<file path="src/rtl/inflow_pkg.sv">
// Shared constants for the inflow demux slice.
//   PATH0 / PATH1 : path identifiers, matching the value of inflow_q
//   DEFAULT_DW    : default AXI-Stream data width
//   CNT_W         : width of the per-path packet counters
package inflow_pkg;

    localparam logic PATH0      = 1'b0;
    localparam logic PATH1      = 1'b1;
    localparam int   DEFAULT_DW = 512;
    localparam int   CNT_W      = 32;

endpackage

</file>
<file path="src/rtl/inflow_demux_out_reg.sv">
// axis_out_reg: single-stage AXI-Stream register slice, one per demux path.
// The parent decides when a beat is loaded. It only loads when can_load is
// high, so the payload never changes while the downstream stalls.
//   clk, resetn            clock, synchronous active-low reset
//   load                   capture in_* into the register this cycle
//   in_tdata/tkeep/tlast   beat to capture
//   out_tdata/tkeep/tlast  registered beat
//   out_tvalid             register holds a beat
//   out_tready             downstream accepts the registered beat
//   can_load               register is empty or is being drained this cycle
module axis_out_reg
    import inflow_pkg::*;
#(
    parameter int DW = DEFAULT_DW,
    parameter int KW = DW / 8
) (
    input  logic          clk,
    input  logic          resetn,
    input  logic          load,
    input  logic [DW-1:0] in_tdata,
    input  logic [KW-1:0] in_tkeep,
    input  logic          in_tlast,
    output logic [DW-1:0] out_tdata,
    output logic [KW-1:0] out_tkeep,
    output logic          out_tlast,
    output logic          out_tvalid,
    input  logic          out_tready,
    output logic          can_load
);

    assign can_load = ~out_tvalid | out_tready;

    always_ff @(posedge clk) begin
        if (!resetn) begin
            out_tvalid <= 1'b0;
        end else if (load) begin
            out_tvalid <= 1'b1;
        end else if (out_tready) begin
            out_tvalid <= 1'b0;
        end
    end

    // Payload needs no reset; it is only observed while out_tvalid is set.
    always_ff @(posedge clk) begin
        if (load) begin
            out_tdata <= in_tdata;
            out_tkeep <= in_tkeep;
            out_tlast <= in_tlast;
        end
    end

endmodule

</file>
<file path="src/rtl/inflow_demux.sv">
// inflow_demux: steers the inbound AXI-Stream to path 0 or path 1. The path is
// chosen from inflow_q when a packet starts and held until its tlast beat, so
// packets are never split. Each path has a one-beat output register.
//   clk, resetn                     clock, synchronous active-low reset
//   inflow_q                        requested path for the next packet
//   axis_in_*                       inbound stream
//   axis_out0_*, axis_out1_*        path streams
//   inflow_done0/1                  path is quiescent (registered level)
//   pkt_count0/1                    packets delivered per path
// Optional feature: define INFLOW_DEMUX_STATS_EN to build the packet counters;
// without it pkt_count0/1 are tied to zero.
module inflow_demux
    import inflow_pkg::*;
#(
    parameter int DW = DEFAULT_DW,
    parameter int KW = DW / 8
) (
    input  logic             clk,
    input  logic             resetn,
    input  logic             inflow_q,
    input  logic [DW-1:0]    axis_in_tdata,
    input  logic [KW-1:0]    axis_in_tkeep,
    input  logic             axis_in_tlast,
    input  logic             axis_in_tvalid,
    output logic             axis_in_tready,
    output logic [DW-1:0]    axis_out0_tdata,
    output logic [KW-1:0]    axis_out0_tkeep,
    output logic             axis_out0_tlast,
    output logic             axis_out0_tvalid,
    input  logic             axis_out0_tready,
    output logic [DW-1:0]    axis_out1_tdata,
    output logic [KW-1:0]    axis_out1_tkeep,
    output logic             axis_out1_tlast,
    output logic             axis_out1_tvalid,
    input  logic             axis_out1_tready,
    output logic             inflow_done0,
    output logic             inflow_done1,
    output logic [CNT_W-1:0] pkt_count0,
    output logic [CNT_W-1:0] pkt_count1
);

    logic sel;
    logic mid_pkt;
    logic route;
    logic accept;
    logic can_load0;
    logic can_load1;
    logic load0;
    logic load1;

    // Inside a packet the path is locked to sel; between packets inflow_q
    // decides. Ready never looks at axis_in_tvalid.
    assign route          = mid_pkt ? sel : inflow_q;
    assign axis_in_tready = (route == PATH1) ? can_load1 : can_load0;
    assign accept         = axis_in_tvalid & axis_in_tready;
    assign load0          = accept & (route == PATH0);
    assign load1          = accept & (route == PATH1);

    always_ff @(posedge clk) begin
        if (!resetn) begin
            sel     <= PATH0;
            mid_pkt <= 1'b0;
        end else if (accept) begin
            if (!mid_pkt) begin
                sel <= inflow_q;
            end
            mid_pkt <= ~axis_in_tlast;
        end
    end

    // A path reports done only once nothing is headed for it: it is not
    // requested, no packet to it is open, and its register has drained.
    always_ff @(posedge clk) begin
        if (!resetn) begin
            inflow_done0 <= 1'b0;
            inflow_done1 <= 1'b0;
        end else begin
            inflow_done0 <= (inflow_q != PATH0) && !(mid_pkt && (sel == PATH0))
                            && !axis_out0_tvalid;
            inflow_done1 <= (inflow_q != PATH1) && !(mid_pkt && (sel == PATH1))
                            && !axis_out1_tvalid;
        end
    end

    axis_out_reg #(.DW(DW), .KW(KW)) u_out0 (
        .clk        (clk),
        .resetn     (resetn),
        .load       (load0),
        .in_tdata   (axis_in_tdata),
        .in_tkeep   (axis_in_tkeep),
        .in_tlast   (axis_in_tlast),
        .out_tdata  (axis_out0_tdata),
        .out_tkeep  (axis_out0_tkeep),
        .out_tlast  (axis_out0_tlast),
        .out_tvalid (axis_out0_tvalid),
        .out_tready (axis_out0_tready),
        .can_load   (can_load0)
    );

    axis_out_reg #(.DW(DW), .KW(KW)) u_out1 (
        .clk        (clk),
        .resetn     (resetn),
        .load       (load1),
        .in_tdata   (axis_in_tdata),
        .in_tkeep   (axis_in_tkeep),
        .in_tlast   (axis_in_tlast),
        .out_tdata  (axis_out1_tdata),
        .out_tkeep  (axis_out1_tkeep),
        .out_tlast  (axis_out1_tlast),
        .out_tvalid (axis_out1_tvalid),
        .out_tready (axis_out1_tready),
        .can_load   (can_load1)
    );

`ifdef INFLOW_DEMUX_STATS_EN
    logic [CNT_W-1:0] cnt0_q;
    logic [CNT_W-1:0] cnt1_q;

    // A packet counts as delivered when its tlast beat leaves the register.
    always_ff @(posedge clk) begin
        if (!resetn) begin
            cnt0_q <= '0;
            cnt1_q <= '0;
        end else begin
            if (axis_out0_tvalid && axis_out0_tready && axis_out0_tlast) begin
                cnt0_q <= cnt0_q + CNT_W'(1);
            end
            if (axis_out1_tvalid && axis_out1_tready && axis_out1_tlast) begin
                cnt1_q <= cnt1_q + CNT_W'(1);
            end
        end
    end

    assign pkt_count0 = cnt0_q;
    assign pkt_count1 = cnt1_q;
`else
    assign pkt_count0 = '0;
    assign pkt_count1 = '0;
`endif

endmodule

</file>
<file path="config.mk">
export PLATFORM = sky130hd
export DESIGN_NAME = inflow_demux
export DESIGN_NICKNAME = d
export VERILOG_FILES = /design/src/rtl/inflow_pkg.sv /design/src/rtl/inflow_demux_out_reg.sv /design/src/rtl/inflow_demux.sv
export SDC_FILE = /design/constraint.sdc
export NUM_CORES = 1
export LEC_CHECK = 0
export CAP_MARGIN = 30
export CORE_AREA = 2 2 705 707
export CTS_CLUSTER_DIAMETER = 100
export DETAILED_ROUTE_END_ITERATION = 12
export DIE_AREA = 0 0 707 709
export GPL_TIMING_DRIVEN = 0
export PLACE_DENSITY = 0.3
export SYNTH_ARGS = -nofsm -noshare
export SYNTH_HDL_FRONTEND = slang
export SYNTH_SLANG_ARGS = --single-unit
</file>
<file path="constraint.sdc">
create_clock -name clk -period 20 [get_ports clk]
set_clock_uncertainty 0.1 [all_clocks]
set_input_delay 3 -clock clk [delete_from_list [all_inputs] [get_ports clk]]
set_output_delay 3 -clock clk [all_outputs]
set_load 0.02 [all_outputs]
</file>
==> results.py, run 1 <==
metrics = {
    "timing": {
        "period_minus_slack_ps": 8056,
        "setup_viol": 0,
        "grt_setup_unrepaired": "no",
        "maxSlewHeadroom_pct": 36.62,
        "hold_violations": 0,
        "slew_violations": 0,
        "fin_crit_sh_pct": 40.28,
        "worst_slew_pin_slew_ps": 947.8,
        "fmax_ghz": 0.1241,
    },
    "finish": {
        "final_common_cell": "clkdlybuf4s50_1",
        "nets": 3880,
        "fillers": 54540,
        "drive_above_1_share_pct": 11.42,
        "layout-area-overhead-vs-synth_pct": 93.15,
        "final_cell_mix": "1,735 x clkdlybuf4s50_1, 1,154 x edfxtp_1, 175 x clkbuf_16",
        "postLayoutCoreUtil_pct": 13.87,
    },
    "die": {
        "dieArea_um2": 501300,
        "die_x_um": 707,
        "core_area_um2": 492900,
        "start_util_pct": 7.182,
        "die_h_um": 709,
        "ioPinCount": 1806,
        "std_cell_rows": 258,
    },
    "power": {
        "ir_drop_mv": 0.05758,
        "p_total_mw": 6.935,
        "leakagePower_nw": 21.69,
        "power.density_nw_per_um2": 101.4,
    },
    "clock_tree": {
        "post_cts_buffers": 0,
        "cts_tree": "built",
        "cts_buffer_depth": 4,
        "htree_levels": 4,
        "hold_buffers": 0,
        "cts_root_buffer": "clkbuf_16",
        "clock_latency_ps": 850,
        "cts_made_buffers": 173,
        "cts.sinks": 1160,
        "clkTransAtPathRegs_ps": 50,
        "ctsResizeCount": 0,
    },
    "worst_setup_path": {
        "crit_required_ps": 16900,
        "cp_slowest_cell": "clkdlybuf4s50_1",
        "worstSetupPathType": "in -> out",
        "arrival_ps": 4960,
        "cp_common_cell": "clkdlybuf4s50_1",
        "reg2regPathDepth": 15,
        "path_buf_inv": 3,
        "crit_cells": 5,
        "crit_chain": "clkdlybuf4s50_1, mux2i_2, mux2i_1, buf_4, clkdlybuf4s50_1",
        "crit_fanout": 3,
        "cpPeakStageDelay_ps": 650,
        "cpLargestDelayFamily": "buffers and inverters",
        "start_kind": "input pin",
        "cp-end-kind": "output pin",
    },
    "synthesis": {
        "netlist_area_um2": 35400,
        "synth_top_area_cell": "edfxtp_1",
        "synth_seq_cells": 1160,
        "synth_top_family_by_area": "buffers and inverters",
        "synthCells": 1245,
        "ys_seq_area_share_pct": 98.23,
        "yosys.area.top_type_share_pct": 97.89,
        "synthAdderAreaFrac_pct": 0,
        "synth_compound_area_share_pct": 0.08129,
        "yosysWarnings": 0,
        "synth_mux_area_share_pct": 0.06715,
        "netlist_top_cells_area": "edfxtp_1 98%, buf_4 1.4%, dfxtp_1 0.34%",
        "synth_xor_xnor_area_share_pct": 0,
        "synth.distinct_cells": 20,
        "synth_area_per_cell_um2": 28.43,
        "yosys.area_share.simple_pct": 0.2368,
    },
    "run_status": {
        "status": "finished, final reports clean",
    },
    "detailed_routing": {
        "ant_nets": 0,
        "drc": 0,
        "first_pass_iters": 5,
        "viasPerCell": 2.248,
        "routedWlPerCell_um": 32.04,
        "drtIter0Drc": 1512,
        "vias": 22380,
        "wirelength_um": 318900,
    },
    "grt": {
        "grt_pass1_wl_um": 370200,
        "grt_overflow_total": 0,
        "antenna_found_initial": 105,
        "grt_max_degree": 106,
        "track_usage_pct": 12.19,
        "grt_pass1_vias": 23230,
    },
    "placed_design": {
        "gp_congestion": 0.9066,
        "io_buffers": 1741,
        "hpwlAfterDp_um": 279200,
    },
    "min_path": {
        "hold_path_depth": 1,
        "hold_class": "reg -> reg",
    },
    "flow_run": {
        "maxCapViolations": 0,
    },
}
[cell usage after synthesis (all sizes together)]
cell type / number
a2111oi: 1
a21oi: 1
buf: 64
conb: 1
dfxtp: 6
edfxtp: 1154
inv: 2
mux2i: 2
nand2: 1
nand2b: 1
nand3: 1
nor2: 3
nor2b: 3
nor3: 2
nor3b: 1
o21ai: 1
o311a: 1
[report_power, final]
| group | switching [mW] | internal, mW |
|---|---|---|
| Combinational | 0.586 | 0.364 |
| Clock | 1.29 | 1.78 |
| Sequential | 0.0607 | 2.86 |
[area by class of cell]
class / instances / area, um2 / area share, %
repair buffers: 1814 / 19010 / 27.80
inverters: 2 / 15.01 / 0.02196
plain buffers: 64 / 480.5 / 0.7027
well taps: 6500 / 8133 / 11.89
multi-input cells: 82 / 376.6 / 0.5508
clock buffers: 209 / 4517 / 6.606
diodes: 21 / 52.55 / 0.07685
flip-flops and latches: 1160 / 34770 / 50.85
clock inverters: 101 / 1020 / 1.491
[stage by stage]
step	setup WS [ps]	setup TNS, ps	hold slack, ps	cells	cell area (um2)
after floorplan	1644	0	395.5	1308	35640
after global placement	-12570	-7113970	377.9	9549	61200
after detailed placement	11850	0	402.7	9622	62790
after CTS	11850	0	413.1	9932	68330
after global routing	11810	0	437.7	9938	68340
final	11940	0	394.6	9953	68380
[worst register-to-register path: stages, from the launching register on]
cell	delay, ps
dfxtp_1	340
mux2i_2	210
nor3b_4	540
buf_8	230
buf_16	160
buf_8	180
buf_16	170
buf_16	170
buf_8	200
buf_16	170
buf_8	180
buf_16	180
buf_8	210
buf_8	210
buf_8	220
buf_16	180
[state kept, by name (all words and copies together) (netlist names), 64 cells and up]
name and flops:
u_out0.out_tdata 512, u_out1.out_tdata 512, u_out0.out_tkeep 64, u_out1.out_tkeep 64
[final timing paths]
kind / startpoint / end / slack [ps]
worst min-delay path: u_out0.out_tvalid / inflow_done0 / 390
worst min register to register: u_out0.out_tvalid / inflow_done0 / 390
worst max-delay path: inflow_q / axis_in_tready / 11940
worst max register to register: mid_pkt / u_out1.out_tdata[330] / 16010
[routing by layer]
layer | track usage, % | up-vias | share of wire (%)
li1 | - | 9160 | -
met1 | 12.60 | 11510 | 35
met2 | 20.81 | 1351 | 48
met3 | 7.598 | 349 | 14
met4 | 2.664 | 4 | 2.4
met5 | 0 | - | 0.0069
[cell families (layout without fill, tap and decap cells)]
group           count (synthesis)  in the layout
simple gates                   12             12
flops                        1160           1160
other cells                     1             85
mux                             2              2
buf+inv                        66           2190
compound gates                  4              4
Note: power is estimated with default switching activity, not from simulation.
==> run 2: changes to the inputs <==
- CORE_AREA: 2 2 705 707 -> 2 2 700 702
- DIE_AREA: 0 0 707 709 -> 0 0 702 704
- clock period: 20 -> 6.8 ns (I/O delays scaled with it)
==> results.py, run 2 (synthesis results as in run 1) <==
metrics = {
    "flow_run": {
        "maxCapViolations": 0,
    },
    "min_path": {
        "hold_path_depth": 1,
        "hold-path-endpoint": "inflow_done1",
        "worstHoldStart": "u_out1.out_tvalid",
        "hold_class": "reg -> reg",
    },
    "power": {
        "power.density_nw_per_um2": 294.5,
        "p_total_mw": 20.00,
        "leakagePower_nw": 21.51,
        "ir_drop_mv": 0.1677,
    },
    "worst_setup_path": {
        "cp_slowest_cell": "mux2i_1",
        "rrSetupSlack_ps": 2660,
        "crit_chain": "clkdlybuf4s50_1, mux2i_4, mux2i_1, clkdlybuf4s50_1",
        "r2r_end": "u_out1.out_tdata[284]",
        "path_buf_inv": 2,
        "cpLargestDelayFamily": "buffers and inverters",
        "worstSetupPathType": "in -> out",
        "start_kind": "input pin",
        "reg2regPathDepth": 17,
        "crit_fanout": 3,
        "arrival_ps": 3480,
        "crit_required_ps": 5680,
        "r2r-start": "mid_pkt",
        "cpPeakStageDelay_ps": 890,
        "cp-end-kind": "output pin",
        "cp_common_cell": "clkdlybuf4s50_1",
    },
    "finish": {
        "final_common_cell": "clkdlybuf4s50_1",
        "layout-area-overhead-vs-synth_pct": 91.86,
        "fin_area_um2": 67920,
        "nets": 3866,
        "final_cell_mix": "1,733 x clkdlybuf4s50_1, 1,154 x edfxtp_1, 166 x clkbuf_16",
        "drive_above_1_share_pct": 10.86,
        "reg_top3": "u_out0.out_tdata (512), u_out1.out_tdata (512)",
    },
    "timing": {
        "setup_viol": 0,
        "period_minus_slack_ps": 4600,
        "worst_slew_pin_slew_ps": 1256,
        "slew_violations": 0,
        "fin_ws_ps": 2200,
        "fmax_ghz": 0.2174,
        "grt_setup_unrepaired": "no",
        "maxSlewHeadroom_pct": 16.23,
        "hold_violations": 0,
        "fin_crit_sh_pct": 67.65,
    },
    "detailed_routing": {
        "wirelength_um": 310800,
        "drc": 0,
        "ant_nets": 0,
        "vias": 22380,
        "routedWlPerCell_um": 31.39,
        "drtIter0Drc": 1466,
        "viasPerCell": 2.260,
        "first_pass_iters": 4,
    },
    "grt": {
        "grt.busiest_layer": "met2",
        "grtUsageMet1_pct": 11.97,
        "grt_pass1_wl_um": 364300,
        "met3_usage_pct": 8.817,
        "grt_pass1_vias": 23390,
        "track_usage_pct": 12.10,
        "grt_max_degree": 169,
        "antenna_found_initial": 98,
        "grt_overflow_total": 0,
        "grtUsageMet2_pct": 19.73,
    },
    "placed_design": {
        "place_ws_ps": 1286,
        "gp_congestion": 0.9358,
        "hpwlAfterDp_um": 272100,
        "io_buffers": 1741,
        "place_area_um2": 62580,
    },
    "die": {
        "die_h_um": 704,
        "ioPinCount": 1806,
        "std_cell_rows": 257,
        "dieArea_um2": 494200,
        "core_area_um2": 487500,
        "start_util_pct": 7.262,
        "die_x_um": 702,
    },
    "clock_tree": {
        "cts_root_buffer": "clkbuf_16",
        "cts_made_buffers": 164,
        "post_cts_buffers": 0,
        "cts_tree": "built",
        "clkTransAtPathRegs_ps": 50,
        "hold_buffers": 0,
        "ctsResizeCount": 0,
        "cts.sinks": 1160,
        "cts_buffer_depth": 4,
        "clock_latency_ps": 840,
        "htree_levels": 4,
    },
    "run_status": {
        "status": "finished, final reports clean",
    },
}
[run 2: cell count changes in the layout (fill, tap and decap cells not counted), sizes merged]
cell,previous run,this run
clkdlybuf4s50,1735,1733
buf,143,140
clkinv,72,64
clkbuf,209,199
clkinvlp,7,3
bufinv,12,15
diode,21,18
[run 2: power by group]
group / internal (mW) / total, mW / switching [mW]
Combinational: 1.06 / 2.81 / 1.75
Sequential: 8.41 / 8.55 / 0.136
Clock: 5.06 / 8.64 / 3.58
[run 2: worst max path at each step]
| stage | from | endpoint | slack, ps | cells after the start |
|---|---|---|---|---|
| 2_1_floorplan | axis_in_tvalid | u_out1.out_tdata[0] | -9390 | 1 |
| 3_5_place_dp | axis_in_tvalid | u_out1.out_tdata[456] | 1290 | 17 |
| 5_1_grt | axis_in_tvalid | u_out1.out_tdata[339] | 2170 | 17 |
| 4_1_cts | axis_in_tvalid | u_out1.out_tdata[284] | 2270 | 17 |
| 3_3_place_gp | axis_in_tvalid | u_out1.out_tdata[507] | -22300 | 2 |
| 6_report | inflow_q | axis_in_tready | 2200 | 4 |
[run 2: cell type report]
| type | count | area (um2) |
|---|---|---|
| plain buffers | 64 | 480.5 |
| diodes | 18 | 45.04 |
| well taps | 6475 | 8102 |
| clock buffers | 199 | 4278 |
| flip-flops and latches | 1160 | 34770 |
| repair buffers | 1809 | 18900 |
| inverters | 2 | 23.77 |
| multi-input cells | 82 | 387.9 |
| clock inverters | 92 | 934.6 |
| fillers | 54060 | 419600 |
[run 2: metrics by stage]
step | TNS [ps] | cells | util (%) | hold slack [ps]
2_1_floorplan | -5445630 | 1308 | - | 431.2
3_3_place_gp | - | 9524 | 12.55 | 361.0
6_report | 0 | 9901 | 13.93 | 382.2
4_1_cts | 0 | 9880 | 13.91 | 390.1
3_5_place_dp | 0 | 9589 | 12.84 | 375.9
5_1_grt | 0 | 9892 | 13.93 | 429.0
[run 2: metal layers]
metal	wire length (um)	up-vias
li1	-	9092
met1	105000	11490
met2	143800	1394
met3	50580	368
met4	11240	32
met5	229	-
